==> config.mk <==
export PLATFORM = sky130hd
export DESIGN_NAME = mc_ctrl
export DESIGN_NICKNAME = d
export VERILOG_FILES = /design/src/rtl/rv_pkg.sv /design/src/rtl/mc_decode.sv /design/src/rtl/mc_ctrl.sv
export SDC_FILE = /design/constraint.sdc
export NUM_CORES = 1
export LEC_CHECK = 0
export BUFFER_PORTS_ARGS = -buffer_cell sky130_fd_sc_hd__clkbuf_2
export CAP_MARGIN = 20
export CELL_PAD_IN_SITES_DETAIL_PLACEMENT = 1
export CELL_PAD_IN_SITES_GLOBAL_PLACEMENT = 1
export CORE_UTILIZATION = 37
export CTS_BUF_LIST = sky130_fd_sc_hd__clkbuf_8
export DETAILED_ROUTE_END_ITERATION = 7
export GPL_TIMING_DRIVEN = 1
export PLACE_DENSITY_LB_ADDON = 0.2
export SLEW_MARGIN = 20
export SYNTH_ARGS = -nofsm -noshare
export SYNTH_HDL_FRONTEND = slang
export SYNTH_HIERARCHICAL = 1
export SYNTH_SLANG_ARGS = --single-unit
==> constraint.sdc <==
create_clock -name clk -period 3.8 [get_ports clk]
set_input_delay 0.76 -clock clk [delete_from_list [all_inputs] [get_ports clk]]
set_output_delay 0.76 -clock clk [all_outputs]
set_load 0.05 [all_outputs]
==> src/rtl/rv_pkg.sv <==
// rv_pkg: opcodes, imm/select codes, FSM encoding and instruction classes for mc_ctrl
package rv_pkg;
  localparam logic [6:0] OPC_OP     = 7'b0110011;
  localparam logic [6:0] OPC_OPIMM  = 7'b0010011;
  localparam logic [6:0] OPC_LUI    = 7'b0110111;
  localparam logic [6:0] OPC_AUIPC  = 7'b0010111;
  localparam logic [6:0] OPC_JAL    = 7'b1101111;
  localparam logic [6:0] OPC_JALR   = 7'b1100111;
  localparam logic [6:0] OPC_BRANCH = 7'b1100011;
  localparam logic [6:0] OPC_LOAD   = 7'b0000011;
  localparam logic [6:0] OPC_STORE  = 7'b0100011;
  localparam logic [6:0] OPC_FENCE  = 7'b0001111;
  localparam logic [6:0] OPC_SYSTEM = 7'b1110011;
  localparam logic [2:0] EXTOP_I = 3'b000;
  localparam logic [2:0] EXTOP_U = 3'b001;
  localparam logic [2:0] EXTOP_S = 3'b010;
  localparam logic [2:0] EXTOP_B = 3'b011;
  localparam logic [2:0] EXTOP_J = 3'b100;
  localparam logic [2:0] ST_FETCH  = 3'd0;
  localparam logic [2:0] ST_DECODE = 3'd1;
  localparam logic [2:0] ST_EXEC   = 3'd2;
  localparam logic [2:0] ST_MEM    = 3'd3;
  localparam logic [2:0] ST_WB     = 3'd4;
  localparam logic [2:0] ST_HALT   = 3'd5;
  localparam logic [1:0] WB_ALU = 2'b00;
  localparam logic [1:0] WB_MEM = 2'b01;
  localparam logic [1:0] WB_PC4 = 2'b10;
  localparam logic [1:0] PC_PLUS4 = 2'b00;
  localparam logic [1:0] PC_REL   = 2'b01;
  localparam logic [1:0] PC_JALR  = 2'b10;
  typedef enum logic [3:0] {
    C_OP, C_OPIMM, C_LUI, C_AUIPC, C_JAL, C_JALR, C_BRANCH,
    C_LOAD, C_STORE, C_FENCE, C_SYSTEM, C_ILLEGAL
  } iclass_t;
endpackage

==> src/rtl/mc_decode.sv <==
// mc_decode: opcode to instruction class, imm_gen select, ALU operand selects and ALU control
module mc_decode
  import rv_pkg::*;
(
  input  logic [6:0] opcode,
  input  logic [2:0] funct3,
  input  logic       f7b5,
  output iclass_t    cls,
  output logic [2:0] extop,
  output logic [3:0] alu_ctrl,
  output logic       a_sel,
  output logic       b_sel,
  output logic       legal
);
  always_comb begin
    cls = opcode == OPC_OP     ? C_OP     :
          opcode == OPC_OPIMM  ? C_OPIMM  :
          opcode == OPC_LUI    ? C_LUI    :
          opcode == OPC_AUIPC  ? C_AUIPC  :
          opcode == OPC_JAL    ? C_JAL    :
          opcode == OPC_JALR   ? C_JALR   :
          opcode == OPC_BRANCH ? C_BRANCH :
          opcode == OPC_LOAD   ? C_LOAD   :
          opcode == OPC_STORE  ? C_STORE  :
          opcode == OPC_FENCE  ? C_FENCE  :
          opcode == OPC_SYSTEM ? C_SYSTEM : C_ILLEGAL;
    extop = cls inside {C_LUI, C_AUIPC} ? EXTOP_U :
            cls == C_STORE              ? EXTOP_S :
            cls == C_BRANCH             ? EXTOP_B :
            cls == C_JAL                ? EXTOP_J : EXTOP_I;
    alu_ctrl = cls == C_OP     ? {f7b5, funct3} :
               cls == C_OPIMM  ? {f7b5 && funct3 == 3'b101, funct3} :
               cls == C_BRANCH ? {1'b0, funct3} : 4'b0000;
    a_sel = cls inside {C_LUI, C_AUIPC, C_JAL};
    b_sel = cls inside {C_OPIMM, C_LUI, C_AUIPC, C_JAL, C_JALR, C_LOAD, C_STORE};
    legal = cls != C_ILLEGAL;
  end
endmodule

==> src/rtl/mc_ctrl.sv <==
// mc_ctrl: multi-cycle RV32I control sequencer with retire counter and sticky halt/illegal flags
module mc_ctrl
  import rv_pkg::*;
#(
  parameter int CNT_W = 32
) (
  input  logic             clk,
  input  logic             rst_n,
  input  logic [31:0]      instr,
  input  logic             imem_ready,
  input  logic             dmem_ready,
  input  logic             br_taken,
  output logic             imem_req,
  output logic             ir_we,
  output logic [2:0]       extop,
  output logic             alu_a_sel,
  output logic             alu_b_sel,
  output logic [3:0]       alu_ctrl,
  output logic             dmem_req,
  output logic             dmem_we,
  output logic [2:0]       dmem_op,
  output logic             rf_we,
  output logic [1:0]       wb_sel,
  output logic             pc_we,
  output logic [1:0]       pc_sel,
  output logic             halted,
  output logic             illegal,
  output logic [CNT_W-1:0] instret
);
  logic [2:0] state, nxt;
  logic [2:0] dx;
  logic [3:0] dalu;
  logic       da, db, legal, act, ret;
  iclass_t    cls;
  logic       unused_instr;
  assign unused_instr = ^{instr[31], instr[29:15], instr[11:7]};
  mc_decode u_dec (
    .opcode   (instr[6:0]),
    .funct3   (instr[14:12]),
    .f7b5     (instr[30]),
    .cls      (cls),
    .extop    (dx),
    .alu_ctrl (dalu),
    .a_sel    (da),
    .b_sel    (db),
    .legal    (legal)
  );
  always_comb begin
    act = state inside {ST_DECODE, ST_EXEC, ST_MEM, ST_WB};
    nxt = state == ST_FETCH  ? (imem_ready ? ST_DECODE : ST_FETCH) :
          state == ST_DECODE ? (!legal || cls == C_SYSTEM ? ST_HALT :
                                cls == C_FENCE ? ST_FETCH : ST_EXEC) :
          state == ST_EXEC   ? (cls == C_BRANCH ? ST_FETCH :
                                cls inside {C_LOAD, C_STORE} ? ST_MEM : ST_WB) :
          state == ST_MEM    ? (!dmem_ready ? ST_MEM : cls == C_STORE ? ST_FETCH : ST_WB) :
          state == ST_WB     ? ST_FETCH : ST_HALT;
    ret = (state == ST_DECODE && cls == C_FENCE) ||
          (state == ST_EXEC && cls == C_BRANCH) ||
          (state == ST_MEM && dmem_ready && cls == C_STORE) ||
          state == ST_WB;
  end
  always_comb begin
    imem_req  = rst_n && state == ST_FETCH;
    ir_we     = imem_req && imem_ready;
    extop     = rst_n && act ? dx : EXTOP_I;
    alu_a_sel = rst_n && act && da;
    alu_b_sel = rst_n && act && db;
    alu_ctrl  = rst_n && act ? dalu : 4'b0000;
    dmem_req  = rst_n && state == ST_MEM;
    dmem_we   = dmem_req && cls == C_STORE;
    dmem_op   = dmem_req ? instr[14:12] : 3'b000;
    rf_we     = rst_n && state == ST_WB;
    wb_sel    = !rf_we ? WB_ALU : cls == C_LOAD ? WB_MEM :
                cls inside {C_JAL, C_JALR} ? WB_PC4 : WB_ALU;
    pc_we     = rst_n && ret;
    pc_sel    = !pc_we ? PC_PLUS4 :
                state == ST_EXEC ? (br_taken ? PC_REL : PC_PLUS4) :
                state == ST_WB && cls == C_JAL ? PC_REL :
                state == ST_WB && cls == C_JALR ? PC_JALR : PC_PLUS4;
  end
  always_ff @(posedge clk) begin
    if (!rst_n) begin
      state   <= ST_FETCH;
      halted  <= 1'b0;
      illegal <= 1'b0;
      instret <= '0;
    end else begin
      state <= nxt;
      if (state == ST_DECODE && !legal) illegal <= 1'b1;
      if (state == ST_DECODE && cls == C_SYSTEM) halted <= 1'b1;
      if (ret) instret <= instret + CNT_W'(1);
    end
  end
endmodule
======== After elaboration in Yosys (flattened, before gate mapping) ========
Index checks and enable logic that the tools add are counted.
word-level totals
  input port bits ......................... 37
  bits in registers ....................... 37
  output and inout port bits .............. 56
  logic and storage cells ................. 104
cells by class
  mux-type cells .......................... 41
  equal/unequal tests ..................... 27
  add/subtract/negate cells ............... 1
  reduce and logical (&&, ||, !) cells .... 31
operators by type and width
  operator                                       count
  two-way mux 4 bit                              13
  two-way mux 3 bit                              17
  adder 32 x 1 -> 32 bit, second input constant  1
  == test 7 bit, second input constant           4
  == test 7 x 6 -> 1 bit, second input constant  3
  logical AND 1 bit                              18
  == test 4 x 3 -> 1 bit, second input constant  4
  two-way mux 2 bit                              8
  == test 7 x 5 -> 1 bit, second input constant  2
  == test 4 bit, second input constant           3
  == test 4 x 2 -> 1 bit, second input constant  2
  == test 7 x 2 -> 1 bit, second input constant  1
  == test 7 x 4 -> 1 bit, second input constant  1
  nonzero test 7 bit                             1
  == test 3 x 2 -> 1 bit, second input constant  2
  == test 3 bit, second input constant           2
  nonzero test 2 bit                             3
  == test 4 x 1 -> 1 bit, second input constant  1
  logical NOT 4 bit                              1
  logical OR 1 bit                               4
  inequality test 4 bit, second input constant   1
  nonzero test 4 bit                             1
  == test 3 x 1 -> 1 bit, second input constant  1
  logical NOT 3 bit                              1
  other kinds (3)                                5

======== Longest topological paths before layout ========
  depth in word-level cells ............... 19
  mapped depth ............................ 11
  mapped depth without buffers ............ 9

======== Hierarchy ========
The synthesis kept the hierarchy.
modules (own cells, without submodules)
  module     sequential area each (µm²)  instances  cells an instance  area each (µm²)
  mc_ctrl    740.7                       1          264                2,227.1
  mc_decode  0.0                         1          59                 347.8

======== Worst setup path before layout ========
Ideal clock, no wire load.
  kind .................................... input -> output
  start ................................... in instr[5]
  end ..................................... out pc_sel[0]
  cell stages on the path ................. 10
  arrival ................................. 4.287 ns
  required time ........................... 3.040 ns
  slack ................................... -1.247 ns
  buffers on the path ..................... 2
  cell sequence ........................... buf_2 > nor4_1 > a31oi_1 > nor3_1 > and3b_1 > a22oi_1 > buf_2 > a21oi_1 > and2_1 > nor3b_1
between the ends
  elaborated cells on any way between the ends .. 37
  classes of those cells .................. eq/ne: 15; mux: 14; reduce/logical: 8
RTL lines
  what                                                     RTL line                      text
  start, declared                                          mc_ctrl.sv:9                  input logic [31:0] instr,
  == test 7 x 6 -> 1 bit                                   mc_decode.sv:24               opcode == OPC_STORE ? C_STORE :
  two-way mux 4 bit                                        mc_decode.sv:24
  two-way mux 4 bit                                        mc_decode.sv:23               opcode == OPC_LOAD ? C_LOAD :
  two-way mux 4 bit                                        mc_decode.sv:22               opcode == OPC_BRANCH ? C_BRANCH :
  two-way mux 4 bit                                        mc_decode.sv:21               opcode == OPC_JALR ? C_JALR :
  two-way mux 4 bit                                        mc_decode.sv:20               opcode == OPC_JAL ? C_JAL :
  two-way mux 4 bit                                        mc_decode.sv:19               opcode == OPC_AUIPC ? C_AUIPC :
  two-way mux 4 bit                                        mc_decode.sv:18               opcode == OPC_LUI ? C_LUI :
  [... 2 more ...]                                         -
  named net cls[2]                                         mc_ctrl.sv:34                 iclass_t cls;
  == test 4 bit or == test 4 x 3 -> 1 bit (tied branches)  mc_ctrl.sv:57, mc_ctrl.sv:58
  logical AND 1 bit, on equally long branches              mc_ctrl.sv:57, mc_ctrl.sv:58
  logical OR 1 bit                                         mc_ctrl.sv:57                 ret = (state == ST_DECODE && cls == C_FENCE) ||
  logical OR 1 bit (*)                                     mc_ctrl.sv:58                 (state == ST_EXEC && cls == C_BRANCH) ||
  logical OR 1 bit (*)                                     mc_ctrl.sv:59                 (state == ST_MEM && dmem_ready && cls == C_STORE) ||
  logical AND 1 bit (*)                                    mc_ctrl.sv:75                 pc_we = rst_n && ret;
  named net pc_we                                          mc_ctrl.sv:24                 output logic pc_we,
  two-way mux 2 bit (*)                                    mc_ctrl.sv:76                 pc_sel = !pc_we ? PC_PLUS4 :
  end, declared                                            mc_ctrl.sv:25                 output logic [1:0] pc_sel,
The timed path passes the listed nets; every way through them passes the cells marked *.

======== Worst setup path in the final report ========
  start ................................... in instr[4]
  end ..................................... out pc_sel[0]
between the ends
  elaborated cells on any way between the ends .. 37
  classes of those cells .................. eq/ne: 15; mux: 14; reduce/logical: 8
RTL lines
  what                                                     RTL line                      text
  == test 7 x 4 -> 1 bit                                   mc_decode.sv:25               opcode == OPC_FENCE ? C_FENCE :
  two-way mux 4 bit                                        mc_decode.sv:25
  two-way mux 4 bit                                        mc_decode.sv:24
  two-way mux 4 bit                                        mc_decode.sv:23
  two-way mux 4 bit                                        mc_decode.sv:22
  two-way mux 4 bit                                        mc_decode.sv:21
  two-way mux 4 bit                                        mc_decode.sv:20
  two-way mux 4 bit                                        mc_decode.sv:19
  [... 3 more ...]                                         -
  named net cls[1]                                         mc_ctrl.sv:34
  == test 4 bit or == test 4 x 3 -> 1 bit (tied branches)  mc_ctrl.sv:57, mc_ctrl.sv:58
  logical AND 1 bit, on equally long branches              mc_ctrl.sv:57, mc_ctrl.sv:58
  logical OR 1 bit                                         mc_ctrl.sv:57
  logical OR 1 bit                                         mc_ctrl.sv:58
  logical OR 1 bit                                         mc_ctrl.sv:59
  logical AND 1 bit                                        mc_ctrl.sv:75
  two-way mux 2 bit (*)                                    mc_ctrl.sv:76
Marked as above.

==> reports/metrics.csv <==
stage,metric,value,unit
setup_path,worst r2r dst,instret[30],
finish,Filler cells,862,
setup_path,kind of critical path,primary input to output port,
placed_design,Detail Placement HPWL,5.52,mm
routing,first drt pass iteration count,4,
setup_path,Worst Path Arrival,2.91,ns
setup_path,R2R Setup Slk,1.25,ns
routing,Post-DRT Antenna Nets,0,
synth,Ys Warns,6,
finish,nets@finish,438,
synth,Yosys reg bits,37,
setup_path,Required @ worst endpoint,3.04,ns
finish,Multi-input gate area,0.00174,mm²
finish,antenna cells,0,
routing,1st-iter DRT viols,167,
cts,# clock sinks,37,
setup_path,critical path startpoint,instr[4],
pwr,switch share,30.6,%
cts,worst skew pair latency,0.29,ns
routing,total wire length,7.39,mm
pwr,peak supply drop,0.000111,V
global_routing,GRT Total Usage,20.6,%
timing,Pins Over Slew Limit,0,
cts,post-CTS setup buffers,0,
global_routing,first-pass GRT wire length,12.3,mm
finish,layout cell share with drive strength beyond 1,31.5,%
pwr,sequential share of power,49.4,%
routing,vias per inst,5.59,
timing,final hold violations,0,
placed_design,routability cong.,0.876,
pwr,clock power share,33.1,%
placed_design,IO buf count,71,
synth,Post-synth EDFFs,0,
synth,Netlist Area Pre-Place,0.00257,mm²
pwr,power density cells,253,mW/mm²
timing,max_slew headroom,58.9,%
setup_path,Startpoint Class,primary input,
outcome,run status,completed,
finish,area grow syn2layout,25.8,%
cts,H-Tree Depth,2,
timing,final setup violating endpoints,0,
pwr,Switch Pwr,251,µW
timing,post-layout min period,3.67,ns
finish,fin util,47.9,%
pwr,combinational share of power,17.5,%
floorplanning,Initial Util,38.1,%
pwr,internal power,568,µW
hold_path,Worst Hold Class,register to register,
cts,Max clock buf depth,2,
setup_path,worst-path maximum fanout,4,
synth,syn_area_per_cell,7.97,µm²
flow_run,number of max-cap violations,0,
floorplanning,core area,0.00676,mm²
floorplanning,die footprint,0.00730,mm²
cts,TritonCTS clock tree,built,
setup_path,Setup crit end,pc_sel[0],
routing,DRC errors left,0,
synth,Async SR Flop Fraction,0,%
finish,post-route insts no fill,480,
synth,primary flip-flop cell chosen by synthesis mapping,dfxtp_1,
timing,RSZ-0062 raised after global routing,no,
setup_path,Crit. End Element,output port,
global_routing,antenna violations before repair,0,
floorplanning,die width,85.4,µm
floorplanning,die height,85.4,µm
floorplanning,std cell rows,30,
timing,Final WS setup,0.126,ns
timing,Worst Max-Slew Pin Slew,0.615,ns
routing,DR WL/cell,15.4,µm
finish,register area,741,µm²
placed_design,dpl ws,0.0108,ns
cts,Num CTS Buffers,5,
timing,Achievable Freq,0.272,GHz
global_routing,largest net degree at the start of global routing,34,
floorplanning,IO Count,93,
routing,Via Count,2685,
synth,register area share after synthesis,28.8,%
setup_path,Reg2Reg Depth,6,
cts,clk root buf,clkbuf_8,
synth,Syn Nets,361,
placed_design,DP Cell Count,473,
global_routing,number of global-route vias before repair,2545,
cts,"CTS clk-pin slew, worst paths",0.07,ns
setup_path,reg2reg start,state[0],
global_routing,total global routing overflow,0,
timing,Final Skew,0.00587,ns
pwr,total leakage power,0.00122,µW
synth,Synth cell types,58,
synth,cells after synthesis,323,
timing,period utilisation layout,96.7,%
placed cells by master, fill, tap and decap left out, drive strengths merged, types with 9 or more instances in the layout:
master / synthesis / final
a21oi: 18 / 18
a2111oi: 13 / 13
inv: 8 / 9
nand4: 11 / 11
nand2: 24 / 24
xnor2: 19 / 19
buf: 10 / 24
nand3: 12 / 12
clkbuf: 13 / 74
and2: 21 / 21
nor2: 37 / 37
dfxtp: 37 / 37
o21ai: 14 / 14
critical path, cell delays in order:
cell      delay, ns
clkbuf_2       0.09
nand2b_4       0.15
nor3b_2        0.21
a21oi_1        0.06
o32a_1         0.42
nor4b_4        0.31
a41oi_2        0.19
a21oi_4        0.20
and2_4         0.17
nor3b_4        0.17
buf_6          0.18
state kept, by name, indices dropped and copies added, names as in the netlist:
register and cells:
instret 32, halted 1, illegal 1, state 3
cells by family after synthesis:
| logic type | share of synthesized area [%] |
|---|---|
| simple gates | 35.7 |
| compound gates | 21.6 |
| flops | 28.8 |
| buf+inv | 5.49 |
| xor+xnor | 6.80 |
| mux | 1.17 |
| fa+ha+maj | 0.486 |
layer usage:
layer / track usage, % / share of wire [%] / wire [µm] / up-vias
li1: - / - / - / 1331
met1: 28.0 / 48 / 3530 / 1284
met2: 34.1 / 48 / 3510 / 65
met3: 3.31 / 4.1 / 304 / 5
met4: 4.70 / 0.57 / 42 / 0
met5: 0 / 0 / 0 / -
power by group through the flow:
stage	clock (µW)	sequential (µW)	combinational, µW
final	271	404	144
after floorplan	0	417	92.3
after global placement	0	413	140
after CTS	282	404	144
after detailed placement	0	414	143
after global routing	300	406	156
per-stage QoR:
stage | hold slack (ns) | area, µm² | total power [µW] | setup TNS [ns]
2_1_floorplan | 0.658 | 2630 | 509 | -0.153
6_report | 0.467 | 3240 | 819 | 0
4_1_cts | 0.475 | 3230 | 831 | 0
3_3_place_gp | 0.448 | 3150 | 554 | 0
5_1_grt | 0.495 | 3240 | 861 | 0
3_5_place_dp | 0.458 | 3150 | 557 | 0
repair_timing:
item                                    4_1_cts  5_1_grt
hold buffers                                  0        0
resized for setup                             0        5
endpoints found under the setup margin        0        1
synth_stat cells, types with 4 or more instances:
cell / instances / area (µm²)
a2111oi_2: 13 / 195
a211oi_1: 5 / 37.5
a21oi_1: 18 / 90.1
and2_1: 21 / 131
and3_1: 7 / 43.8
and4_1: 5 / 43.8
buf_2: 8 / 40.0
clkbuf_1: 13 / 48.8
dfxtp_1: 37 / 741
inv_1: 8 / 30.0
nand2_1: 24 / 90.1
nand2b_1: 5 / 31.3
nand3_1: 12 / 60.1
nand4_1: 10 / 62.6
nor2_1: 36 / 135
nor2b_1: 4 / 25.0
nor3_1: 7 / 35.0
o211ai_1: 4 / 30.0
o21ai_0: 12 / 60.1
or3_1: 6 / 37.5
xnor2_1: 19 / 166
final cells by class:
type	count	share of cell area (%)
Clock inverter	2	0.386
Inverter	9	1.04
Timing Repair Buffer	93	16.7
Sequential cell	37	22.9
Multi-Input combinational cell	254	53.8
Clock buffer	5	2.12
Tap cell	80	3.09
how the worst min path moves through the flow:
stage | from | depth (start not counted) | endpoint
finish | halted | 1 | halted
global route | halted | 1 | halted
CTS | halted | 1 | halted
detailed placement | halted | 1 | halted
global placement | halted | 1 | halted
floorplan | state[0] | 2 | state[0]
No activity file was read; power rests on OpenSTA's default activity.
